### config.mk
export PLATFORM = sky130hd
export DESIGN_NAME = maze_job_scheduler
export DESIGN_NICKNAME = d
export VERILOG_FILES = /design/src/rtl/maze_job_scheduler.sv
export SDC_FILE = /design/constraint.sdc
export NUM_CORES = 1
export LEC_CHECK = 0
export CAP_MARGIN = 20
export CORE_MARGIN = 2
export CORE_UTILIZATION = 37
export DETAILED_ROUTE_END_ITERATION = 10
export GPL_TIMING_DRIVEN = 0
export PLACE_DENSITY = 0.8
export SYNTH_ARGS = -nofsm -noshare
export SYNTH_HDL_FRONTEND = slang
export SYNTH_SLANG_ARGS = --single-unit
export TNS_END_PERCENT = 50
### constraint.sdc
create_clock -name clk -period 5.2 [get_ports clk]
set_clock_uncertainty 0.2 [all_clocks]
set_input_delay 1.3 -clock clk [delete_from_list [all_inputs] [get_ports clk]]
set_output_delay 1.3 -clock clk [all_outputs]
set_load 0.005 [all_outputs]
### src/rtl/maze_job_scheduler.sv
// Maze job scheduler: arbitrates two requesters onto one shared maze solver,
// runs each job under a cycle budget and returns the result over a
// valid/ready handshake. Only one job is in flight at a time.
//
// state | meaning
// IDLE  | solver held in reset, waiting for a request to grant
// LOAD  | maze latched, one-cycle solver reset pulse, cycle counter cleared
// RUN   | solver released, cycles counted until done or timeout
// RESP  | result presented, held until the consumer takes it
module maze_job_scheduler #(
  parameter int SIZE    = 9,
  parameter int N       = 3,
  parameter int TIMEOUT = 1000
) (
  input  logic                   clk,
  input  logic                   rst,
  input  logic [1:0]             req_valid,
  output logic [1:0]             req_ready,
  input  logic [SIZE*SIZE-1:0]   req_maze0,
  input  logic [SIZE*SIZE-1:0]   req_maze1,
  output logic [SIZE*SIZE-1:0]   slv_maze,
  output logic                   slv_rst,
  input  logic                   slv_done,
  input  logic [N-1:0]           slv_x,
  input  logic [N-1:0]           slv_y,
  output logic                   rsp_valid,
  input  logic                   rsp_ready,
  output logic                   rsp_id,
  output logic                   rsp_ok,
  output logic [N-1:0]           rsp_x,
  output logic [N-1:0]           rsp_y,
  output logic [15:0]            rsp_cycles
);

  localparam logic [15:0] LAST_CYCLE = 16'(TIMEOUT - 1);

  typedef enum logic [1:0] {IDLE, LOAD, RUN, RESP} state_t;

  state_t state, state_nx;
  logic   ptr;
  logic   gnt;
  logic   accept;
  logic   timed_out;

  // Round-robin pick: favoured requester on contention, else whoever is asking.
  always_comb begin
    gnt = req_valid[1];
    if (req_valid == 2'b11) gnt = ptr;
  end

  assign timed_out = (rsp_cycles == LAST_CYCLE);
  assign rsp_valid = (state == RESP);

  // Next-state and request handshake; ready is withheld while reset is high.
  always_comb begin
    state_nx  = state;
    req_ready = 2'b00;
    accept    = 1'b0;
    case (state)
      IDLE: begin
        if (!rst && req_valid[gnt]) begin
          req_ready = gnt ? 2'b10 : 2'b01;
          accept    = 1'b1;
          state_nx  = LOAD;
        end
      end
      LOAD: state_nx = RUN;
      RUN: begin
        if (slv_done || timed_out) state_nx = RESP;
      end
      RESP: begin
        if (rsp_ready) state_nx = IDLE;
      end
      default: state_nx = IDLE;
    endcase
  end

  // State register; solver reset is registered from the next state so it
  // drops exactly for the RUN cycles without combinational glitches.
  always_ff @(posedge clk or posedge rst) begin
    if (rst) begin
      state   <= IDLE;
      slv_rst <= 1'b1;
    end else begin
      state   <= state_nx;
      slv_rst <= (state_nx != RUN);
    end
  end

  // Job datapath: maze and requester capture, cycle counting, result capture.
  always_ff @(posedge clk or posedge rst) begin
    if (rst) begin
      ptr        <= 1'b0;
      slv_maze   <= '0;
      rsp_id     <= 1'b0;
      rsp_ok     <= 1'b0;
      rsp_x      <= '0;
      rsp_y      <= '0;
      rsp_cycles <= '0;
    end else begin
      case (state)
        IDLE: begin
          if (accept) begin
            slv_maze <= gnt ? req_maze1 : req_maze0;
            rsp_id   <= gnt;
          end
        end
        LOAD: rsp_cycles <= '0;
        RUN: begin
          if (slv_done) begin
            rsp_ok <= 1'b1;
            rsp_x  <= slv_x;
            rsp_y  <= slv_y;
          end else if (timed_out) begin
            rsp_ok <= 1'b0;
          end else if (rsp_cycles != 16'hFFFF) begin
            rsp_cycles <= rsp_cycles + 16'd1;
          end
        end
        RESP: begin
          if (rsp_ready) ptr <= ~rsp_id;
        end
        default: ;
      endcase
    end
  end

endmodule
### Word level (Yosys, flattened, before mapping)

Index checks and enable logic that the tools add are counted.

* bits in registers: 109
* logic and storage cells: 52

* magnitude comparators: 1
* bitwise gates (word level): 1
* $add $sub $neg: 1
* eq/ne operators: 10
* mux-type cells: 19
* reduce and logical (&&, ||, !) cells: 11

Operator list (count)
* $mux W81: 1
* $mux W16: 3
* $pmux W16 S2: 1
* $add A16 B1 Y16 const B: 1
* $eq A16 B10 Y1 const B: 1
* $ne A16 B16 Y1 const B: 1
* $mux W2: 6
* $ne A2 B2 Y1 const B: 4
* $pmux W2 S4: 1
* $reduce_and A2 Y1: 4
* $mux W1: 7
* $eq A2 B2 Y1 const B: 3
* $reduce_and A4 Y1: 1
* $reduce_bool A2 Y1: 2
* $eq A2 B1 Y1 const B: 1
* $logic_not A2 Y1: 1
* $lt A1 B2 Y1 const B: 1
* $logic_and A1 B1 Y1: 1
* $logic_not A1 Y1: 1
* $logic_or A1 B1 Y1: 1
* $not A1 Y1: 1

### Logic depth before layout (Yosys ltp)

Gate-level depths: netlist (run 1).

* depth in word-level cells: 8
* depth in mapped cells: 7
* mapped depth without buffers: 6

### Worst setup path before layout (run 1)

OpenSTA, ideal clock, no wires.

* path kind: input port to output port
* start point: input rst
* end point: output req_ready[0]
* data required time: 3700 ps
* cell stages on the path: 4
* buffers on the path: 1
* arrival: 2170 ps
* slack: 1530 ps
* cell sequence: nor3_1 > o21ai_0 > a21oi_2 > clkbuf_1

* word-level cells in the longest chain between the ends: 4

Ends and longest elaborated chain
* from (decl): RTL line 16 `input logic rst,`
* $logic_not A1 Y1 (no line)
* $logic_and A1 B1 Y1: RTL line 61 `if (!rst && req_valid[gnt]) begin`
* $mux W2: RTL line 61
* $mux W2: RTL line 59 `case (state)`
* to (decl): RTL line 18 `output logic [1:0] req_ready,`

Every way passes these cells.

### Worst setup path after layout (run 1)

* start point: input rst
* end point: output req_ready[1]

The elaborated chain is that of the path after synthesis.

==> results of run 1 <==
[cell families (layout without fill, tap and decap cells)]
group                      Yosys count  count (layout)  share of synthesized area
AOI/OAI and AO/OA                  101             101                      0.202
adders and majority gates            1               1                    0.00268
buffers and inverters              113             411                     0.0918
DFF                                109             109                      0.585
muxes                               17              17                     0.0381
and+or+nand+nor                     72              72                     0.0800
[cell usage in the layout (no fill, tap or decap), drive strengths merged, types with 2 or more instances in the layout]
cell type / n
dfrtp: 108
mux2: 6
nand2: 21
inv: 82
or4: 2
nor2b: 2
a31oi: 2
o21ai: 6
nand2b: 4
nand4: 4
and2: 5
and3: 7
clkbuf: 36
nor2: 9
clkdlybuf4s50: 282
a222oi: 81
nor3: 3
mux2i: 11
nand3: 11
buf: 8
a21oi: 5
[how the worst max path moves through the flow]
stage | from | to | slack, ns | depth (start not counted)
6_report | rst | req_ready[1] | 0.20 | 5
4_1_cts | rst | req_ready[1] | 0.02 | 6
3_3_place_gp | rst | slv_maze[1] | -0.81 | 2
2_1_floorplan | rst | ptr | 0.83 | 1
3_5_place_dp | rst | req_ready[1] | -0.15 | 6
5_1_grt | rst | req_ready[1] | 0.009 | 5
[worst max-delay path: cells and delay by family]
family	cells	cell delay, ns
buffers and inverters	3	1.37
and+or+nand+nor	2	0.83
[where the power goes]
group	leakage (uW)	switching, uW	internal (uW)
logic	0.00225	626	984
clock network	0.000152	310	413
registers	0.00137	211	1200
total	0.00377	1150	2590
[layer usage]
layer | part of all wire | wire (um)
met5 | 0 | 0
met4 | 0.033 | 586
met3 | 0.091 | 1610
met2 | 0.50 | 8880
met1 | 0.37 | 6630
[repair_timing]
action	in CTS	in global routing
resized for setup	3	1
pin swaps	0	0
endpoints found under the setup margin	2	2
[registers in the layout, summed over array words and instances, names as in the netlist]
signal      cells
rsp_id          1
state           2
rsp_cycles     16
slv_maze       81
rsp_x           3
rsp_ok          1
ptr             1
rsp_y           3
slv_rst         1
[stage by stage]
stage | hold WS (ns) | worst slack, ns | std cells | setup TNS [ns] | total power, uW
5_1_grt | 0.311 | 0.00856 | 883 | 0 | 3960
6_report | 0.278 | 0.197 | 883 | 0 | 3740
3_5_place_dp | 0.268 | -0.153 | 868 | -0.259 | 3020
4_1_cts | 0.283 | 0.0185 | 884 | 0 | 3770
2_1_floorplan | 0.241 | 0.828 | 413 | 0 | 1980
3_3_place_gp | 0.265 | -0.813 | 867 | -87.61 | 2960
[cell type report]
type,count,area (um^2)
buffer,30,119
sequential,109,2730
tap,172,215
timing repair buffer,283,2850
clock buffer,13,270
clock inverter,3,42.5
multi-input combinational,191,1510
inverter,82,310
fill,994,4420
==> results_dict.tcl, run 1 <==
set metrics [dict create \
    cpPeakStageDelay_ns 0.55 \
    synth_top_area_share 0.580 \
    r2r_slack_ns 2.80 \
    place.gp.congestion 0.905 \
    rsz0062_at_grt "no" \
    grt_use_met2 0.435 \
    drv_cap 0 \
    grt_pass1_wl_um 25900 \
    placed_cell_area_mm2 0.00773 \
    die_area_mm2 0.0135 \
    grt_max_degree 68 \
    ys_ff_latch 109 \
    reg2reg_to "slv_maze[34]" \
    synth_most_common_cell "dfrtp_1" \
    drc 0 \
    min_path_type "reg -> reg" \
    yosysSeqAreaShare 0.585 \
    path_cells "clkdlybuf4s50_1, nor3_1, and3_1, clkbuf_2, clkdlybuf4s50_1" \
    worst_setup_path_end_kind "output port" \
    status "finished clean" \
    ys_warn_count 0 \
    cts.htree.levels 3 \
    route.final.wire_length_um 17700 \
    max_freq_mhz 200 \
    hold_end "ptr" \
    syn_inst 413 \
    crit_path_frequent_cell "clkdlybuf4s50_1" \
    ys.flop_type "dfrtp_1" \
    path_class "in -> out" \
    clock_latency_ns 0.35 \
    cts.sinks 109 \
    slew_viol_final 0 \
    crit_arrival_ns 3.50 \
    io_buffers 282 \
    finalCriticalPeriod_ns 5.00 \
    grt-ovfl-total 0 \
    peakVddDrop_mv 0.254 \
    reg2regPathDepth 5 \
    worstPathMaxFanout 11 \
    final_hold_viol_count 0 \
    track_usage 0.253 \
    fin_nets 881 \
    cts_buffers 9 \
    synth-async-reset-ratio 1.00 \
    viasPerCell 5.48 \
    rr_startpoint "state[1]" \
    leakage_uw 0.00377 \
    worst_ep_required_time_ns 3.70 \
    cts_setup_buffers 0 \
    period_share 0.962 \
    antenna_found_initial 0 \
    fin_area_mm2 0.00805 \
    cts_buffer_depth 2 \
    netlist_area_mm2 0.00466 \
    fin_util 0.646 \
    cts_root_buf "clkbuf_16" \
    ioPinCount 283 \
    avgRoutedWirePerCell_um 20.0 \
    holdCritStartpoint "ptr" \
    num_rows 41 \
    synth_edf_count 0 \
    worst_pin_slew_ns 0.683 \
    dp_hpwl_um 13200 \
    first_pass_iters 10 \
    num_vias 4838 \
    grt-busiest-layer "met2" \
    hold_buffers 0 \
    cts_tree "done" \
    cp-start-kind "input port" \
    synth.net_count 588 \
    ant_nets 0 \
    slew_headroom 0.545 \
    setup_viol 0 \
    fp.dieW_um 116 \
    powerDensity_mw_per_mm2 465 \
    grt_pass1_vias 4760 \
    met3_usage 0.0643 \
    area_growth_pct 72.7 \
    die_h_um 116 \
    hold_depth 2 \
    ys_top_cells_by_area "dfrtp_1, a222oi_1, inv_1, mux2i_1, clkbuf_1" \
    core-area_mm2 0.0125 \
    layout-drive-gt1-share 0.0478 \
    ys_types 38 \
    start_util 0.374 \
    yosysTopAreaCell "dfrtp_1" \
    initialDrtViolationCount 658 \
    synth.avg_cell_area_um2 11.3 \
    diodes 0 \
    synth_common_cells "dfrtp_1, inv_1, a222oi_1, clkbuf_1, nand2_1" \
    clkTransAtPathRegs_ns 0.07 \
    critPathSlowestCell "clkdlybuf4s50_1" \
    met1_usage 0.299 \
]
Note: power is estimated with default switching activity, not from simulation.
==> run 2: changes to the inputs <==
- CORE_UTILIZATION: 37 -> 34
- PLACE_DENSITY: 0.8 -> 0.77
- clock period: 5.2 -> 4.1 ns (I/O delays scaled with it)
==> run 2 against run 1 <==
Sequential share of layout area fell by 0.12 points; routed wire length fell by 3.3%; first-iteration DRC count fell by 4.4%; worst hold slack got worse by 0.0059 ns; core utilization fell by 3.8 points; sequential power rose by 26%; cell count rose by 0.23%; total power rose by 28%; die area rose by 8.5%; flip-flop and latch count did not move; design area rose by 0.36%; critical endpoint unchanged.
==> results_dict.tcl, run 2 (synthesis results as in run 1) <==
set metrics [dict create \
    status "finished clean" \
    critPathTopFamily "buffers and inverters" \
    rsz0062_at_grt "no" \
    largestRegisters "slv_maze x81, rsp_cycles x16" \
    min_path_type "reg -> reg" \
    final_hold_viol_count 0 \
    worstPathMaxFanout 20 \
    grt_max_degree 58 \
    rr_startpoint "state[1]" \
    slew_viol_final 0 \
    avgRoutedWirePerCell_um 19.3 \
    critPathBufInv 2 \
    diodes 0 \
    cts_buffers 9 \
    cts.sinks 109 \
    layout_commonest_cell "clkdlybuf4s50_1" \
    cpPeakStageDelay_ns 0.58 \
    final_cell_mix "clkdlybuf4s50_1, dfrtp_1, a222oi_1, inv_1, clkbuf_1" \
    worst_ep_required_time_ns 2.87 \
    worst_pin_slew_ns 0.689 \
    dp_hpwl_um 12900 \
    grt-ovfl-total 0 \
    hold_depth 2 \
    num_rows 42 \
    cts_buffer_depth 2 \
    cts_resized 4 \
    r2r_slack_ns 1.81 \
    cts_root_buf "clkbuf_16" \
    switchingPower_uw 1420 \
    crit_arrival_ns 2.77 \
    fillCellCount 1121 \
    die_area_mm2 0.0147 \
    critical_path.startpoint "rst" \
    finalCriticalPeriod_ns 4.00 \
    clkPwrFrac 0.208 \
    peakVddDrop_mv 0.293 \
    hold_buffers 0 \
    holdCritStartpoint "ptr" \
    dp_cells 872 \
    clkTransAtPathRegs_ns 0.07 \
    fin_nets 879 \
    cts_setup_buffers 0 \
    largest_reg_flops 81 \
    hold_end "ptr" \
    p_seq_frac 0.372 \
    die_h_um 121 \
    reg2regPathDepth 6 \
    powerDensity_mw_per_mm2 594 \
    first_pass_iters 11 \
    antenna_found_initial 0 \
    place.gp.congestion 0.842 \
    path_class "in -> out" \
    io_buffers 282 \
    reg2reg_to "slv_maze[19]" \
    viasPerCell 5.36 \
    max_freq_mhz 250 \
    route.final.wire_length_um 17100 \
    track_usage 0.225 \
    slew_headroom 0.541 \
    layout-drive-gt1-share 0.0465 \
    swShare 0.295 \
    core-area_mm2 0.0133 \
    grt_pass1_vias 4751 \
    worst_setup_path_end_kind "output port" \
    cp-start-kind "input port" \
    top_register "slv_maze" \
    combPwrFrac 0.419 \
    ant_nets 0 \
    crit_path_frequent_cell "clkdlybuf4s50_1" \
    layoutNonFillerInstCount 885 \
    initialDrtViolationCount 629 \
    placed_cell_area_mm2 0.00773 \
    grt_pass1_wl_um 25500 \
    dp_slack_ns -0.728 \
    cts.htree.levels 3 \
    leakage_uw 0.00378 \
    drc 0 \
    period_share 0.974 \
    path_cells "clkdlybuf4s50_1, nor3_2, and3_2, clkdlybuf4s50_1" \
    num_vias 4744 \
    setup_viol 0 \
    critPathSlowestCell "clkdlybuf4s50_1" \
    area_growth_pct 73.3 \
    start_util 0.351 \
    fin_area_mm2 0.00808 \
    clock_latency_ns 0.34 \
    setup_slack_ns 0.105 \
    ioPinCount 283 \
    p_int_uw 3380 \
    drv_cap 0 \
    cts_tree "done" \
    fp.dieW_um 121 \
]
[run 2: metal layers]
metal	global-route usage	part of all wire	vias up
met4	0.0640	0.013	0
li1	-	-	2138
met1	0.284	0.39	2329
met3	0.0508	0.085	14
met5	0	0	-
met2	0.385	0.51	263
[run 2: power groups by stage]
stage	registers (uW)	logic [uW]	clock network [uW]
3_5_place_dp	1800	2020	0
5_1_grt	1830	2180	1060
2_1_floorplan	1800	712	0
6_report	1780	2010	999
3_3_place_gp	1770	1970	0
4_1_cts	1780	2030	1020
[run 2: worst max-delay path by stage]
| stage | to | slack [ns] | depth (start not counted) |
|---|---|---|---|
| after floorplan | ptr | 0.003 | 1 |
| after global placement | slv_maze[66] | -1.55 | 2 |
| after detailed placement | req_ready[1] | -0.73 | 6 |
| after CTS | req_ready[1] | -0.006 | 4 |
| after global routing | req_ready[1] | 0.02 | 4 |
| final | req_ready[1] | 0.10 | 4 |
[run 2: worst reg2reg max path, stage by stage (launching register included)]
cell	delay [ns]
dfrtp_1	0.40
nor3_2	0.23
o21ai_1	0.17
clkbuf_1	0.33
clkbuf_1	0.33
a222oi_1	0.43
inv_1	0.08
[run 2: through the flow]
stage	utilization	hold slack, ns	setup TNS [ns]	power (uW)
floorplan	-	0.241	0	2510
global placement	0.580	0.258	-168.59	3740
detailed placement	0.582	0.264	-1.43	3820
CTS	0.607	0.280	-0.00582	4830
global route	0.608	0.317	0	5070
finish	0.608	0.272	0	4800
[run 2: layout make-up]
class                   count  area [um^2]  share of cell area
clock buffers              12          246              0.0305
inverters                  82          310              0.0384
well taps                 176          220              0.0273
multi-input cells         191         1520               0.188
clock inverters             4         95.1              0.0118
repair buffers            283         2850               0.353
flip-flops and latches    109         2730               0.338
plain buffers              28          109              0.0135
==> run 3: changes to the inputs <==
- CORE_UTILIZATION: 34 -> 30
==> run 3 against run 2 <==
Core utilization decreased by 7.6 points; clock power decreased by 11%; sequential share of layout area about the same; via count decreased by 1.5%; non-clock buffer count increased by 4; count of clock-buffer cells in the layout unchanged; design area increased by 0.12%; total power decreased by 2.9%; first-iteration DRC count decreased by 19%; worst hold slack improved by 0.0025 ns; largest cell class unchanged; highest routed layer unchanged.
==> results_dict.tcl, run 3 (synthesis results as in run 1) <==
set metrics [dict create \
    path_class "in -> out" \
    ant_nets 0 \
    worst_pin_slew_ns 0.704 \
    diodes 0 \
    critPathSlowestCell "clkdlybuf4s50_1" \
    drc 0 \
    die_area_mm2 0.0166 \
    cts_tree "done" \
    dp_hpwl_um 12200 \
    worst_setup_path_end_kind "output port" \
    io_buffers 282 \
    clock_latency_ns 0.34 \
    core-area_mm2 0.0152 \
    ioPinCount 283 \
    cts_buffer_depth 2 \
    crit_path_frequent_cell "clkdlybuf4s50_1" \
    fin_util 0.532 \
    placed_cell_area_mm2 0.00775 \
    largestRegisters "slv_maze x81, rsp_cycles x16" \
    slew_viol_final 0 \
    slew_headroom 0.531 \
    peakVddDrop_mv 0.274 \
    grt-ovfl-total 0 \
    dp_cells 884 \
    fin_area_mm2 0.00809 \
    die_h_um 129 \
    powerDensity_mw_per_mm2 576 \
    layout-drive-gt1-share 0.0519 \
    crit_arrival_ns 2.72 \
    num_rows 45 \
    setup_viol 0 \
    initialDrtViolationCount 512 \
    cts_root_buf "clkbuf_16" \
    layoutNonFillerInstCount 901 \
    leakage_uw 0.00377 \
    place.gp.congestion 0.846 \
    worstPathMaxFanout 3 \
    track_usage 0.193 \
    hold_buffers 0 \
    drv_cap 0 \
    viasPerCell 5.18 \
    max_freq_mhz 254 \
    layout_commonest_cell "clkdlybuf4s50_1" \
    power_uw 4660 \
    top_register "slv_maze" \
    cts.sinks 109 \
    worst_ep_required_time_ns 2.87 \
    cts_buffers 9 \
    largest_reg_flops 81 \
    path_cells "clkdlybuf4s50_1, nor3_2, o21ai_0, a21oi_4, clkdlybuf4s50_1" \
    status "finished clean" \
    grt_max_degree 58 \
    min_path_type "reg -> reg" \
    grt_pass1_vias 4548 \
    cts.htree.levels 3 \
    cp-start-kind "input port" \
    clkTransAtPathRegs_ns 0.07 \
    route.final.wire_length_um 16600 \
    period_share 0.962 \
    avgRoutedWirePerCell_um 18.4 \
    final_hold_viol_count 0 \
    fin_nets 883 \
    start_util 0.307 \
    finalCriticalPeriod_ns 3.94 \
    fp.dieW_um 129 \
    antenna_found_initial 0 \
    num_vias 4671 \
    grt_pass1_wl_um 24700 \
    first_pass_iters 8 \
    area_growth_pct 73.5 \
    cpPeakStageDelay_ns 0.54 \
    final_cell_mix "clkdlybuf4s50_1, dfrtp_1, a222oi_1, inv_1, clkbuf_1" \
]
run 3: through the flow:
step | worst slack [ns] | TNS, ns | hold slack (ns)
after floorplan | 0.00271 | 0 | 0.241
after global placement | -1.80 | -194.94 | 0.259
after detailed placement | -0.829 | -1.60 | 0.269
after CTS | 0.0232 | 0 | 0.285
after global routing | -0.0147 | -0.0147 | 0.313
final | 0.157 | 0 | 0.275
run 3: final cells by class:
type | count | area [um^2]
Timing Repair Buffer | 286 | 2870
Tap cell | 188 | 235
Inverter | 82 | 310
Sequential cell | 109 | 2730
Clock inverter | 4 | 55.1
Clock buffer | 12 | 246
Multi-Input combinational cell | 191 | 1520
Fill cell | 1363 | 7110
Buffer | 29 | 116
run 3: worst paths after layout:
kind	from	to	slack, ns	depth (start not counted)
max reg2reg	state[1]	slv_maze[42]	1.60	7
min in group asynchronous	rst	ptr	0.98	2
max in group asynchronous	rst	slv_rst	1.99	3
max	rst	req_ready[0]	0.16	5
min reg2reg	ptr	ptr	0.27	2
min	ptr	ptr	0.27	2
run 3: timing repair:
item	CTS	global route
pin swaps	0	1
buffers inserted	1	2
resized for setup	6	0
endpoints found under the setup margin	2	1
run 3: critical path, delay by kind of cell:
family / cells / cell delay [ns]
compound gates: 2 / 0.50
buf+inv: 2 / 1.01
simple gates: 1 / 0.18
run 3: metal layers:
metal | part of all wire | track usage | wire [um] | up-vias
met5 | 0 | 0 | 0 | -
met4 | 0.023 | 0.0723 | 384 | 0
met3 | 0.082 | 0.0462 | 1350 | 24
met2 | 0.49 | 0.317 | 8050 | 203
met1 | 0.41 | 0.249 | 6790 | 2280
li1 | - | - | - | 2164
run 3: where the power goes:
part / internal [uW] / total, uW / leakage (uW) / switching (uW)
registers: 1520 / 1780 / 0.00137 / 260
logic: 1250 / 1990 / 0.00226 / 735
clock network: 495 / 891 / 0.000143 / 396
